### config.mk
export PLATFORM = sky130hd
export DESIGN_NAME = tdm_demux
export DESIGN_NICKNAME = d
export VERILOG_FILES = /design/src/rtl/tdm_demux.sv
export SDC_FILE = /design/constraint.sdc
export NUM_CORES = 1
export LEC_CHECK = 0
export CAP_MARGIN = 20
export CORE_MARGIN = 2
export CORE_UTILIZATION = 25
export CTS_BUF_LIST = sky130_fd_sc_hd__clkbuf_4 sky130_fd_sc_hd__clkbuf_8 sky130_fd_sc_hd__clkbuf_16
export DETAILED_ROUTE_END_ITERATION = 8
export SETUP_SLACK_MARGIN = 0.15
export SYNTH_ARGS = -nofsm -noshare
export SYNTH_HDL_FRONTEND = slang
export SYNTH_SLANG_ARGS = --single-unit
### constraint.sdc
create_clock -name clk -period 2.82 [get_ports clk]
set_input_delay 0.846 -clock clk [delete_from_list [all_inputs] [get_ports clk]]
set_output_delay 0.846 -clock clk [all_outputs]
set_load 0.01 [all_outputs]
### src/rtl/tdm_demux.sv
// TDM receive demultiplexer: tracks slot position from frame_sync and routes samples to per-channel registers.
// Optional TDM_DEMUX_FRAME_BUFFER_EN: capture into a shadow bank and publish whole frames atomically.
module tdm_demux #(
   parameter int WIDTH  = 8,
   parameter int NUM_CH = 2
) (
   input  logic                    clk,
   input  logic                    rst,
   input  logic [WIDTH-1:0]        din,
   input  logic                    din_valid,
   input  logic                    frame_sync,
   output logic [NUM_CH*WIDTH-1:0] ch_out,
   output logic [NUM_CH-1:0]       ch_valid,
   output logic                    frame_done,
   output logic                    locked,
   output logic                    sync_err
);

   // state | meaning
   // HUNT  | waiting for a valid sample flagged with frame_sync
   // LOCK  | slot counter aligned to the frame, samples routed by slot
   typedef enum logic {HUNT, LOCK} state_t;

   localparam int SW = (NUM_CH > 1) ? $clog2(NUM_CH) : 1;
   localparam logic [SW-1:0] LAST = SW'(NUM_CH - 1);

   state_t                  state, state_nxt;
   logic [SW-1:0]           slot, slot_nxt;
   logic                    cap_en;
   logic [SW-1:0]           cap_ch;
   logic                    err_nxt;
   logic                    done_nxt;
   logic [NUM_CH*WIDTH-1:0] base, merged;

   always_ff @(posedge clk or posedge rst) begin
      if (rst) begin
         state <= HUNT;
         slot  <= '0;
      end else begin
         state <= state_nxt;
         slot  <= slot_nxt;
      end
   end

   always_comb begin
      state_nxt = state;
      slot_nxt  = slot;
      cap_en    = 1'b0;
      cap_ch    = '0;
      err_nxt   = 1'b0;
      if (din_valid) begin
         case (state)
            HUNT: begin
               if (frame_sync) begin
                  cap_en    = 1'b1;
                  slot_nxt  = SW'(1);
                  state_nxt = LOCK;
               end
            end
            LOCK: begin
               if (frame_sync) begin
                  // a sync on slot 0 is the normal case; elsewhere it forces a resync
                  cap_en   = 1'b1;
                  slot_nxt = SW'(1);
                  err_nxt  = (slot != '0);
               end else if (slot == '0) begin
                  err_nxt   = 1'b1;
                  state_nxt = HUNT;
               end else begin
                  cap_en   = 1'b1;
                  cap_ch   = slot;
                  slot_nxt = (slot == LAST) ? '0 : slot + SW'(1);
               end
            end
            default: state_nxt = HUNT;
         endcase
      end
   end

   assign done_nxt = cap_en && (cap_ch == LAST);
   assign locked   = (state == LOCK);

`ifdef TDM_DEMUX_FRAME_BUFFER_EN
   logic [NUM_CH*WIDTH-1:0] bank;
   assign base = bank;
`else
   assign base = ch_out;
`endif

   always_comb begin
      merged = base;
      for (int k = 0; k < NUM_CH; k++) begin
         if (cap_en && cap_ch == SW'(k)) merged[k*WIDTH +: WIDTH] = din;
      end
   end

   always_ff @(posedge clk or posedge rst) begin
      if (rst) begin
         ch_out     <= '0;
         ch_valid   <= '0;
         frame_done <= 1'b0;
         sync_err   <= 1'b0;
`ifdef TDM_DEMUX_FRAME_BUFFER_EN
         bank       <= '0;
`endif
      end else begin
         frame_done <= done_nxt;
         sync_err   <= err_nxt;
`ifdef TDM_DEMUX_FRAME_BUFFER_EN
         bank     <= merged;
         ch_valid <= done_nxt ? '1 : '0;
         if (done_nxt) ch_out <= merged;
`else
         ch_out <= merged;
         for (int k = 0; k < NUM_CH; k++) begin
            ch_valid[k] <= cap_en && (cap_ch == SW'(k));
         end
`endif
      end
   end

endmodule

==> After elaboration in Yosys (flattened, before gate mapping) <==
Index checks and enable logic that the tools add are counted.
{ "totals": {"register_bits": 22} }
{ "op_classes": {"eq_ne": 1, "n_mux": 14, "bitwise_logic": 2, "n_reduce_logical": 3} }
{ "op_table": {"columns": ["operator", "count"], "rows": [
  ["1-bit two-way mux", 12],
  ["1-bit one-hot mux with 2 select lines", 2],
  ["1-bit logical AND", 2],
  ["2-bit inequality test, second input constant", 1],
  ["1-bit inverter", 2],
  ["2-bit AND reduction", 1]
]} }

==> Depth between registers and ports, before layout <==
Gate-level depths: netlist (run 1).
{ "logic_depth": {"ltp_word": 6, "ltp_mapped": 5, "ltp_nobuf": 5} }

==> Worst setup path after synthesis (run 1) <==
No wires, ideal clock.
{ "synth_timing": {"kind": "in2reg", "from": "input frame_sync", "to": "register ch_out[10]", "t_arrival_ps": 1744, "required_time_ps": 2695, "slack_ps": 951, "cell_stages": 4, "n_path_buf": 0, "cell_sequence": "inv_1 ha_1 nand4b_2 mux2_2"} }
{ "synth_via": {"elab_chain_cells": 4} }
{ "synth_lines": {"columns": ["item", "line_no", "source"], "rows": [
  ["start: declaration", "11", "input logic frame_sync,"],
  ["1-bit two-way mux (on tied branches)", "61, 54", null],
  ["1-bit one-hot mux with 2 select lines / 1-bit two-way mux (equally long branches)", "52", "case (state)"],
  ["1-bit two-way mux", "51", "if (din_valid) begin"],
  ["1-bit logical AND *", "93", "if (cap_en && cap_ch == SW'(k)) merged[k*WIDTH +: WIDTH] = din;"],
  ["end signal: assignment", "114", "ch_out <= merged;"],
  ["end: declaration", "12", "output logic [NUM_CH*WIDTH-1:0] ch_out,"]
]} }
Mark *: on every way between the ends. The rest lies on a longest branch, timed or not.
A chain may end at the register's enable or synchronous reset.

==> Worst setup path in the final report (run 1) <==
{ "layout_timing": {"from": "input frame_sync", "to": "register ch_out[15]"} }
The elaborated chain is that of the path after synthesis.

==> results list, run 1 <==
- The clock network accounts for 13.5% of the total power.
- Once the clock tree was built, the setup fixing pass inserted 0 buffers.
- In the layout the commonest cells are sky130_fd_sc_hd__clkdlybuf4s50_1, sky130_fd_sc_hd__dfrtp_1, sky130_fd_sc_hd__mux2_2, sky130_fd_sc_hd__inv_1, sky130_fd_sc_hd__clkbuf_4.
* WS Path Type: input pin to flop
- Drt pass-1 iters: 2
* CTS buffer count: 3
- The number of nets handed over by synthesis was 69.
- Floorplan die width: 62.0 µm
- Entering global routing, the biggest net connects 22 pins.
- DRT Wirelength: 1540 µm
* Synth-to-layout area growth: 46.7%
- Crit path launch type: input pin
- IO Pins: 33
- Largest driver fanout on the critical path: 9
- Via density per instance: 4.02
* Part of the total power dissipated in sequential elements: 44.6%
- Data arrival time of the worst path: 2.40 ns
- The number of antenna violations at the first check in global routing is 0.
- In this run, the number of DRC markers left after iteration 0 of detailed routing was 3.
* RSZ-0062 raised after global routing: no
- Net switching is 28.5% of the power.
- At the worst endpoint, the required time is 3.01 ns.
- Final slew viol count: 0
- For this design the ratio of total power to cell area is about 840 nW/µm².
- The core region is 3280 µm².
* Most common cell after layout, fill and taps aside: sky130_fd_sc_hd__clkdlybuf4s50_1
- For this run, design rule violations remaining after detail routing come to 0.
- The hold violation count in the final report came to 0.
- Headroom to the max-slew limit came out at 48.7%.
* Number of distinct library cell variants in the gate-level netlist after synthesis: 15
- Antenna-violating nets left: 0
- Switching power summed over all nets: 0.297 mW
* Avg Inst Size Synth: 15.3 µm²
* Number of filler instances in the final layout: 330
- Vias in the first global route: 546
- Count of hold-fix buffers inserted at cts: 0
* Number of endpoints failing setup at the final stage: 0
* Clock insertion delay at the later pin of the skew report: roughly 0.30 ns
* Actual slew at the worst max-slew pin: 0.768 ns
- The clock passes through at most 2 buffers.
- Minimum clock period after layout: 2.21 ns
- Of the available clock period, the critical path in the final layout requires 78.4%.
* Cell count after placement: 131
- Leftover overflow at the end of global routing: 0
* Global-route met3 utilization: under 10%
* Hold Path Class: flop to flop
- The synthesized design contains 21 register bits.
- Static timing analysis puts the maximum clock frequency at 0.452 GHz.
- After global routing, the most crowded layer is met2.
- IR analysis of the VDD net gives a maximum drop of 394 µV.
- Row count: 21
- Combinational power share: 41.8%
- Routed wirelength normalized by instance count: 11.4 µm
* Die span in y: 62.0 µm
- Fin Setup TNS: 0 ns
- Counting every instance in the synthesized netlist gives 55.
- Across the whole layout, storage elements account for 526 µm².
* HPWL reported at the end of detailed placement: 1180 µm
- Internal power consumption: 0.743 mW
* CTS Root Cell: sky130_fd_sc_hd__clkbuf_4
- Antenna fix cells: 0
- In this run, post-CTS repair resized a total of 0 instances.
- For this run, the post-layout net count is 104.
- Layout cells sized above 1: 27.0%
* Number of warning messages in the yosys log: 0
* Starting Density: approximately a quarter
- The die covers 3850 µm².
* Global-route usage over all layers: 9.42%
- Total via count after detailed routing: roughly 540
- Global routing used 9.33% of the available met1 tracks.
- Clock transition at the register clock pins on the worst setup and hold paths after CTS: roughly 0.12 ns
- Max H-tree Level: 1
* Buffers on Ports: 32
- For this run, the register share of the synthesized area comes to 62.4%.
* Combined area of all synthesized cells: 842 µm²
- Post-layout instance count excluding filler cells: 135
- The clock net in this run drives a total of 21 sinks.
- Wire length of the first global-routing pass: 2530 µm
- The analysis attributes to cell leakage a power of about 0.54 nW.
- Clock skew on the completed layout was measured at 0.00972 ns.
- CTS tree: built
* Status: completed
- Area used by multi-input combinational logic: approximately 290 µm²
* Final weighted congestion in routability-driven placement: 0.602
* Met2 usage: 17.4%
* Count of maximum capacitance violations: 0
- Element type at the critical path end: flop
-- power by group through the flow --
| stage | Clock (mW) | Sequential, mW | Combinational (mW) |
|---|---|---|---|
| CTS | 0.149 | 0.466 | 0.445 |
| finish | 0.140 | 0.464 | 0.435 |
| detailed placement | 0 | 0.472 | 0.443 |
| global placement | 0 | 0.468 | 0.439 |
| floorplan | 0 | 0.520 | 0.133 |
| global route | 0.161 | 0.481 | 0.462 |
-- flip-flops by register name, summed over array words and instances, names as in the netlist --
signal / cells
ch_valid: 2
slot: 1
locked: 1
sync_err: 1
ch_out: 16
-- logic make-up after synthesis --
logic type	Yosys count	synth area share, %
flops	21	62.4
mux	16	21.4
buf+inv	7	3.71
simple gates	5	5.20
compound gates	4	4.31
fa+ha+maj	2	2.97
-- cells in the mapped netlist --
cell                       count  area share, %
sky130_fd_sc_hd__inv_1         5            2.2
sky130_fd_sc_hd__a31oi_1       1           0.74
sky130_fd_sc_hd__nand4b_2      1            1.8
sky130_fd_sc_hd__o21ai_4       1            1.9
sky130_fd_sc_hd__a22o_1        1            1.0
sky130_fd_sc_hd__nand2_1       1           0.45
sky130_fd_sc_hd__mux2_2       16             21
sky130_fd_sc_hd__nor2b_2       1            1.0
sky130_fd_sc_hd__clkbuf_2      1           0.59
sky130_fd_sc_hd__ha_1          2            3.0
sky130_fd_sc_hd__a21oi_1       1           0.59
sky130_fd_sc_hd__nor3b_2       1            1.5
sky130_fd_sc_hd__nor2_1        1           0.45
sky130_fd_sc_hd__buf_4         1           0.89
sky130_fd_sc_hd__dfrtp_1      21             62
-- per-layer routing --
layer / vias up / wire, µm
met5: - / 0
met4: 0 / 27
met3: 2 / 101
met2: 19 / 832
met1: 268 / 580
li1: 254 / -
-- worst max-delay path: stages --
cell and delay [ns]:
sky130_fd_sc_hd__clkdlybuf4s50_1 0.51, sky130_fd_sc_hd__inv_1 0.08, sky130_fd_sc_hd__ha_1 0.23, sky130_fd_sc_hd__nand4b_2 0.38
sky130_fd_sc_hd__mux2_2 0.36
-- per-stage QoR --
step	instance area (µm²)	power (mW)	hold slack, ns	util, %	setup slack, ns
global placement	1210	0.907	0.488	36.8	0.293
global route	1230	1.10	0.527	37.6	0.499
CTS	1230	1.06	0.522	37.6	0.590
finish	1230	1.04	0.517	37.6	0.609
floorplan	842	0.653	0.491	-	0.951
detailed placement	1210	0.915	0.494	36.8	0.250
-- layout make-up --
cell class,instances,share of cell area (%)
Clock buffer,3,1.82
Clock inverter,1,0.405
Inverter,5,1.52
Multi-Input combinational cell,27,23.1
Sequential cell,21,42.6
Tap cell,46,4.66
Timing Repair Buffer,32,25.9
-- worst paths after layout --
kind,from,to,slack (ns),depth (start not counted)
hold reg to reg,ch_out[0],ch_out[0],0.52,1
setup / recovery,frame_sync,ch_out[15],0.61,5
hold / removal,ch_out[0],ch_out[0],0.52,1
min in group asynchronous,rst,ch_out[2],0.97,2
max in group asynchronous,rst,ch_valid[0],1.37,2
setup reg to reg,slot,ch_out[7],1.29,5
(Power assumes the default switching activity.)
==> inputs of run 2 (changes only) <==
==> constraint.sdc (replaced) <==
create_clock -name clk -period 2.21 [get_ports clk]
set_input_delay 0.663 -clock clk [delete_from_list [all_inputs] [get_ports clk]]
set_output_delay 0.663 -clock clk [all_outputs]
set_load 0.01 [all_outputs]
==> results list, run 2 (synthesized netlist as in run 1, its figures left out) <==
- The width of the chip is 62.0 µm (unchanged).
- Achievable clock frequency: ~0.5 GHz
* Total via count after detailed routing: 561 (+3.3%)
* Power per Cell Area: 1060 nW/µm² (+26%)
- The max-slew violation count is 0 (unchanged).
* Data required, critical path: 1.55 ns (-1.46 ns)
- The final setup violation count was 0 (unchanged).
* WS Path Type: flop to output pin
- The global-route wire length before repair came to 2620 µm (+3.8%).
- The total of fill cells in the finished design came to 312 (-5.5%).
* Global-route usage over all layers: 9.55% (+0.13 points)
- Standard cell core area: 3280 µm² (unchanged)
- The max-capacitance violation count came to 0 (unchanged).
- Internal power consumption: 0.970 mW (+31%)
- TritonCTS built the clock tree.
- Crit path launch type: flop
- The root buffer cell chosen for the clock tree is sky130_fd_sc_hd__clkbuf_4.
- Buffers on Ports: 32 (unchanged)
* Minimum clock period after layout: 1.96 ns
- The per-cell via count in the routed design was 4.04 (+0.34%).
* Top library cells by usage in the layout, fill and taps aside: sky130_fd_sc_hd__clkdlybuf4s50_1, sky130_fd_sc_hd__dfrtp_1, sky130_fd_sc_hd__mux2_2, sky130_fd_sc_hd__inv_1
- Number of antenna violations at the first check in global routing: 0 (unchanged)
- Clock Sink Count: 21 (unchanged)
- Clock transition at the register clock pins on the worst setup and hold paths after CTS: 0.11 ns (about the same)
- Registers with the most flip-flops: ch_out x16, ch_valid x2
- The largest vdd supply drop is 397 µV (+0.79%).
- The iteration-0 DRC count of the detailed router came to 4 (+1).
* Element type at the critical path end: output pin
- Antenna fix cells: 0 (unchanged)
* Register with the highest flop count: ch_out
- Worst R2R Setup Slack: 0.71 ns (-0.58 ns)
- Setup repair after global routing left no endpoint under its margin.
- The sequential fraction of design power was 44.4% (-0.2 points).
- The maximum cell stage delay along the critical path is 0.56 ns (+0.05 ns).
- Antenna-violating nets left: 0 (unchanged)
* Leakage power figure: 0.558 nW (+3.3%)
* Layout Cell Area excl Fill: 1270 µm² (+2.7%)
- The remaining max-slew budget at the tightest pin was 79.7% (+31 points).
* Pin count of the biggest net entering global routing: 22 (unchanged)
- Count of hold-fix buffers inserted at cts: 0 (unchanged)
* Row count: 21 (unchanged)
* Clock insertion delay at the later pin of the skew report: 0.29 ns (about the same)
- Status: completed
* Hold slack final: 0.516 ns (-0.000722 ns)
- In the finished design, the share of the clock period the worst path needs comes to 88.6%.
* Residual DRC count: 0 (unchanged)
* Net count reported at finish: 108 (+3.8%)
- The data arrival time of the critical path is 1.30 ns (-1.10 ns).
- Most common cell after layout, fill and taps aside: sky130_fd_sc_hd__clkdlybuf4s50_1
- Ordered list of cells on the worst path: clkdlybuf4s50_1
* Actual slew at the worst max-slew pin: 0.303 ns (-0.465 ns)
* Clock skew after layout: 0.00328 ns (-0.00644 ns)
- The half-perimeter wire length after detailed placement is 1240 µm (+5.5%).
- The number of flip-flops in the largest register came to 16 (unchanged).
- The critical path buffer and inverter count was 1 (-1).
* Drt pass-1 iters: 2 (unchanged)
- Deepest clock path buffer count: 2 (unchanged)
* Placed Instance Area: 1240 µm² (+2.5%)
- Count of endpoints failing hold in the final timing report: 0 (unchanged)
- Final Total Pwr: 1.34 mW (+29%)
- The effective utilization at floorplan was 25.6% (unchanged).
- Combinational power share: 41.6% (-0.2 points)
- Relative to the synthesized area, the layout overhead comes to 50.7%.
- Hold Path Class: flop to flop
* Crit-path leading delay family: buffers and inverters
- Leftover overflow at the end of global routing: 0 (unchanged)
- The slowest stage of the critical path belongs to the cell sky130_fd_sc_hd__clkdlybuf4s50_1.
* Switching power summed over all nets: 0.372 mW (+25%)
* Largest driver fanout on the critical path: 7 (-2)
- IO Pins: 33 (unchanged)
- Share of total power in the clock network: 13.9% (+0.4 points)
- Max H-tree Level: 1 (unchanged)
* Die area: 3850 µm² (unchanged)
- The fraction of power spent switching nets came to 27.7% (-0.83 points).
* Final weighted congestion in routability-driven placement: 0.624 (+3.6%)
- CTS buffer count: 3 (unchanged)
* Routed wirelength normalized by instance count: 11.4 µm (-0.11%)
* DRT Wirelength: 1590 µm (+2.9%)
* Die span in y: 62.0 µm (unchanged)
- Vias in the first global route: 590 (+8.1%)
* Layout cells sized above 1: 31.2% (+4.2 points)
==> run 2: per-layer routing <==
layer | GRT usage [%] | up-vias | part of all wire [%]
met4 | 6.38 | 0 | 1.7
met2 | 16.5 | 15 | 55
met5 | 0 | - | 0
met3 | 1.66 | 2 | 4.2
met1 | 10.6 | 277 | 39
li1 | - | 267 | -
==> run 2: through the flow <==
| stage | util, % | TNS (ns) | setup WS (ns) | instances |
|---|---|---|---|---|
| after global routing | 38.6 | 0 | 0.185 | 139 |
| final | 38.6 | 0 | 0.252 | 139 |
| after detailed placement | 37.7 | -0.559 | -0.0417 | 135 |
| after CTS | 38.6 | 0 | 0.159 | 139 |
| after global placement | 37.7 | -0.212 | -0.0197 | 135 |
| after floorplan | - | 0 | 0.524 | 55 |
==> run 2: timing repair <==
item	4_1_cts	5_1_grt
buffers inserted	0	0
endpoints found under the setup margin	0	1
gates resized for setup	0	1
==> run 2: area by class of cell <==
cell class / count / area, µm² / area share [%]
Sequential cell: 21 / 527 / 41.5
Timing Repair Buffer: 36 / 350 / 27.6
Multi-Input combinational cell: 27 / 285 / 22.5
Tap cell: 46 / 57.6 / 4.54
Clock buffer: 4 / 30.0 / 2.37
Inverter: 5 / 18.8 / 1.48
==> run 2: power by group through the flow <==
stage          clock network [mW]  registers, mW  logic, mW
3_3_place_gp                    0          0.601      0.560
6_report                    0.187          0.596      0.558
4_1_cts                     0.204          0.598      0.569
2_1_floorplan                   0          0.663      0.169
3_5_place_dp                    0          0.607      0.567
5_1_grt                     0.221          0.617      0.599
==> run 2: path summary, 6_finish.rpt <==
kind	cells after the start	start	endpoint
setup / recovery	1	locked	locked
hold / removal	1	ch_out[0]	ch_out[0]
setup reg to reg	5	slot	ch_out[4]
hold reg to reg	1	ch_out[0]	ch_out[0]
max in group asynchronous	3	rst	locked
min in group asynchronous	3	rst	ch_out[10]
==> inputs of run 3 (changes only) <==
==> constraint.sdc (replaced) <==
create_clock -name clk -period 2.4 [get_ports clk]
set_input_delay 0.72 -clock clk [delete_from_list [all_inputs] [get_ports clk]]
set_output_delay 0.72 -clock clk [all_outputs]
set_load 0.01 [all_outputs]
==> results list, run 3 (synthesized netlist as in run 1, its figures left out) <==
* Largest driver fanout on the critical path: 7 (unchanged)
* Hold slack final: 0.516 ns (-0.000102 ns)
- Placed Instance Area: 1210 µm² (-1.8%)
- The number of clock sinks is 21 (unchanged).
- Count of endpoints failing hold in the final timing report: 0 (unchanged)
- Clock transition at the register clock pins on the worst setup and hold paths after CTS: 0.12 ns (about the same)
- The fraction of power spent switching nets is 29.0% (+1.3 points).
- Slew headroom: 76.4% (-3.3 points)
* Number of endpoints failing setup at the final stage: 0 (unchanged)
* Combinational power share: 41.9% (+0.3 points)
* Switching power summed over all nets: 0.357 mW (-4.0%)
- STA classifies the critical path endpoint as an output pin.
* Count of buffers added by post-CTS timing repair for setup: 0 (unchanged)
- Wire length of the first global-routing pass: 2610 µm (-0.53%)
- Met2 wirelength from detailed routing: 880 µm (+0.23%)
- Drt pass-1 iters: 2 (unchanged)
- The count of boundary I/O pins is 33 (unchanged).
- Leakage power figure: 0.545 nW (-2.4%)
* Floorplan die width: 62.0 µm (unchanged)
- R2R depth: 5 (unchanged)
- DRT Wirelength: 1660 µm (+4.4%)
- The register area was 526 µm² (-0.24%).
* CP max stage cell: sky130_fd_sc_hd__clkdlybuf4s50_1
* Status: completed
* Worst setup margin: 0.311 ns (+0.0586 ns)
- Global-route usage over all layers: 9.84% (+0.29 points)
* Cell count after placement: 132 (-2.2%)
- The sequential fraction of design power was 44.4% (about the same).
* Most common cell after layout, fill and taps aside: sky130_fd_sc_hd__clkdlybuf4s50_1
- RSZ-0062 raised after global routing: no
* Fin Setup TNS: 0 ns (unchanged)
- The max-slew violation count is 0 (unchanged).
* Data required, critical path: 1.68 ns (+0.13 ns)
* Residual DRC count: 0 (unchanged)
- Antenna fix cells: 0 (unchanged)
* Minimum clock period after layout: 2.09 ns
- Total stage count of the critical path: 1 (unchanged)
* Hold Path Class: flop to flop
- The half-perimeter wire length after detailed placement came to 1260 µm (+1.6%).
* Via density per instance: 4.11 (+1.8%)
- The tree is rooted in a sky130_fd_sc_hd__clkbuf_4.
- Vias in the first global route: 548 (-7.1%)
- The number of cells on the worst hold path came to 1 (unchanged).
- Buffers on Ports: 32 (unchanged)
- The number of nets with antenna violations after routing was 0 (unchanged).
* Clock skew after layout: 0.00372 ns (+0.000439 ns)
- The total number of vias is 559 (-0.36%).
* Stage delay of the slowest cell on the critical path: 0.58 ns (+0.02 ns)
- The maximum number of pins on one net before global-route repair was 22 (unchanged).
- Number of filler instances in the final layout: 336 (+7.7%)
- CTS tree: built
* Die span in y: 62.0 µm (unchanged)
* Max H-tree Level: 1 (unchanged)
* Register with the highest flop count: ch_out
- The critical path buffer and inverter count is 1 (unchanged).
- The number of CTS-inserted buffers came to 3 (unchanged).
- Crit path launch type: flop
- Clock insertion delay at the later pin of the skew report: 0.30 ns (about the same)
- The proportion of power drawn by the clock network is 13.7% (-0.2 points).
- Die area: 3850 µm² (unchanged)
- The largest registers in the layout are ch_out x16, ch_valid x2.
- Routed length on met1: 662 µm (+8.3%)
- Data arrival time of the worst path: 1.37 ns (+0.07 ns)
- The share of final-layout standard cells stronger than drive strength 1 was 27.8% (-3.4 points).
- Routed wirelength normalized by instance count: 12.2 µm (+6.7%)
- Synth-to-layout area growth: 47.5%
* Power per Cell Area: 991 nW/µm² (-6.3%)
- Met3 routed wirelength: 86 µm (+28%)
- Starting Density: 25.6% (unchanged)
* Deepest clock path buffer count: 2 (unchanged)
- The placeable core region is 3280 µm² (unchanged).
* Top library cells by usage in the layout, fill and taps aside: sky130_fd_sc_hd__clkdlybuf4s50_1, sky130_fd_sc_hd__dfrtp_1, sky130_fd_sc_hd__mux2_2, sky130_fd_sc_hd__inv_1, sky130_fd_sc_hd__clkbuf_4
- The max-capacitance violation count was 0 (unchanged).
* Share of the core filled with cells: 37.8% (-0.80 points)
- Number of DRC violations after detailed-routing iteration 0: 4 (unchanged)
- The measured slew at the worst slew-check pin was 0.353 ns (+0.0497 ns).
- Leftover overflow at the end of global routing: 0 (unchanged)
* WS Path Type: flop to output pin
- Net count reported at finish: 105 (-2.8%)
* Achievable clock frequency: 0.479 GHz
- Final Total Pwr: 1.23 mW (-8.2%)
- Row count: 21 (unchanged)
- Worst-case setup slack after placement: -0.0442 ns (-0.00242 ns)
- Walking the worst path, the cells encountered are clkdlybuf4s50_1.
* Tcrit/Tclk final: 87.1%
* Maximum ir drop on the vdd rail: 409 µV (+3.0%)
- The internal power is 0.874 mW (-9.9%).
- The number of antenna violations at the first check in global routing is 0 (unchanged).
- The cell family contributing the most delay on the critical path is buffers and inverters.
- Post-layout instance count excluding filler cells: 136 (-2.2%)
- The final instance area came to 1240 µm² (-2.1%).
- Resized cells post-CTS: 0 (unchanged)
- The highest layer touched by signal routing is met4.
* Area used by multi-input combinational logic: 285 µm² (unchanged)
- The cts-stage hold buffer count is 0 (unchanged).
- Number of flip-flops in the largest register: 16 (unchanged)
- Final weighted congestion in routability-driven placement: 0.619 (-0.90%)
## run 3: cell count changes in the layout (fill, tap and decap cells not counted), sizes merged
| cell | change |
|---|---|
| buf | -3 |
| clkbuf | -1 |
| clkinv | +1 |
## run 3: layer usage
metal,up-vias,global-route usage [%]
li1,257,-
met1,283,10.1
met2,17,17.0
met3,2,4.55
met4,0,4.56
met5,-,0
## run 3: worst paths after layout
path | end | slack (ns) | start
setup / recovery | locked | 0.31 | locked
max in group asynchronous | ch_out[7] | 1.45 | rst
setup reg to reg | ch_out[7] | 0.85 | slot
min in group asynchronous | ch_out[2] | 0.73 | rst
hold / removal | ch_out[14] | 0.52 | ch_out[14]
hold reg to reg | ch_out[14] | 0.52 | ch_out[14]
## run 3: final cells by class
| class | instances | share of cell area (%) |
|---|---|---|
| clock inverter | 1 | 0.403 |
| sequential | 21 | 42.3 |
| multi-input combinational | 27 | 23.0 |
| tap | 46 | 4.63 |
| clock buffer | 3 | 1.81 |
| timing repair buffer | 33 | 26.4 |
| inverter | 5 | 1.51 |
## run 3: power by group through the flow
stage	logic, mW	registers (mW)	clock network, mW
6_report	0.516	0.547	0.169
5_1_grt	0.552	0.564	0.195
4_1_cts	0.527	0.548	0.179
3_5_place_dp	0.525	0.558	0
3_3_place_gp	0.511	0.555	0
2_1_floorplan	0.156	0.611	0
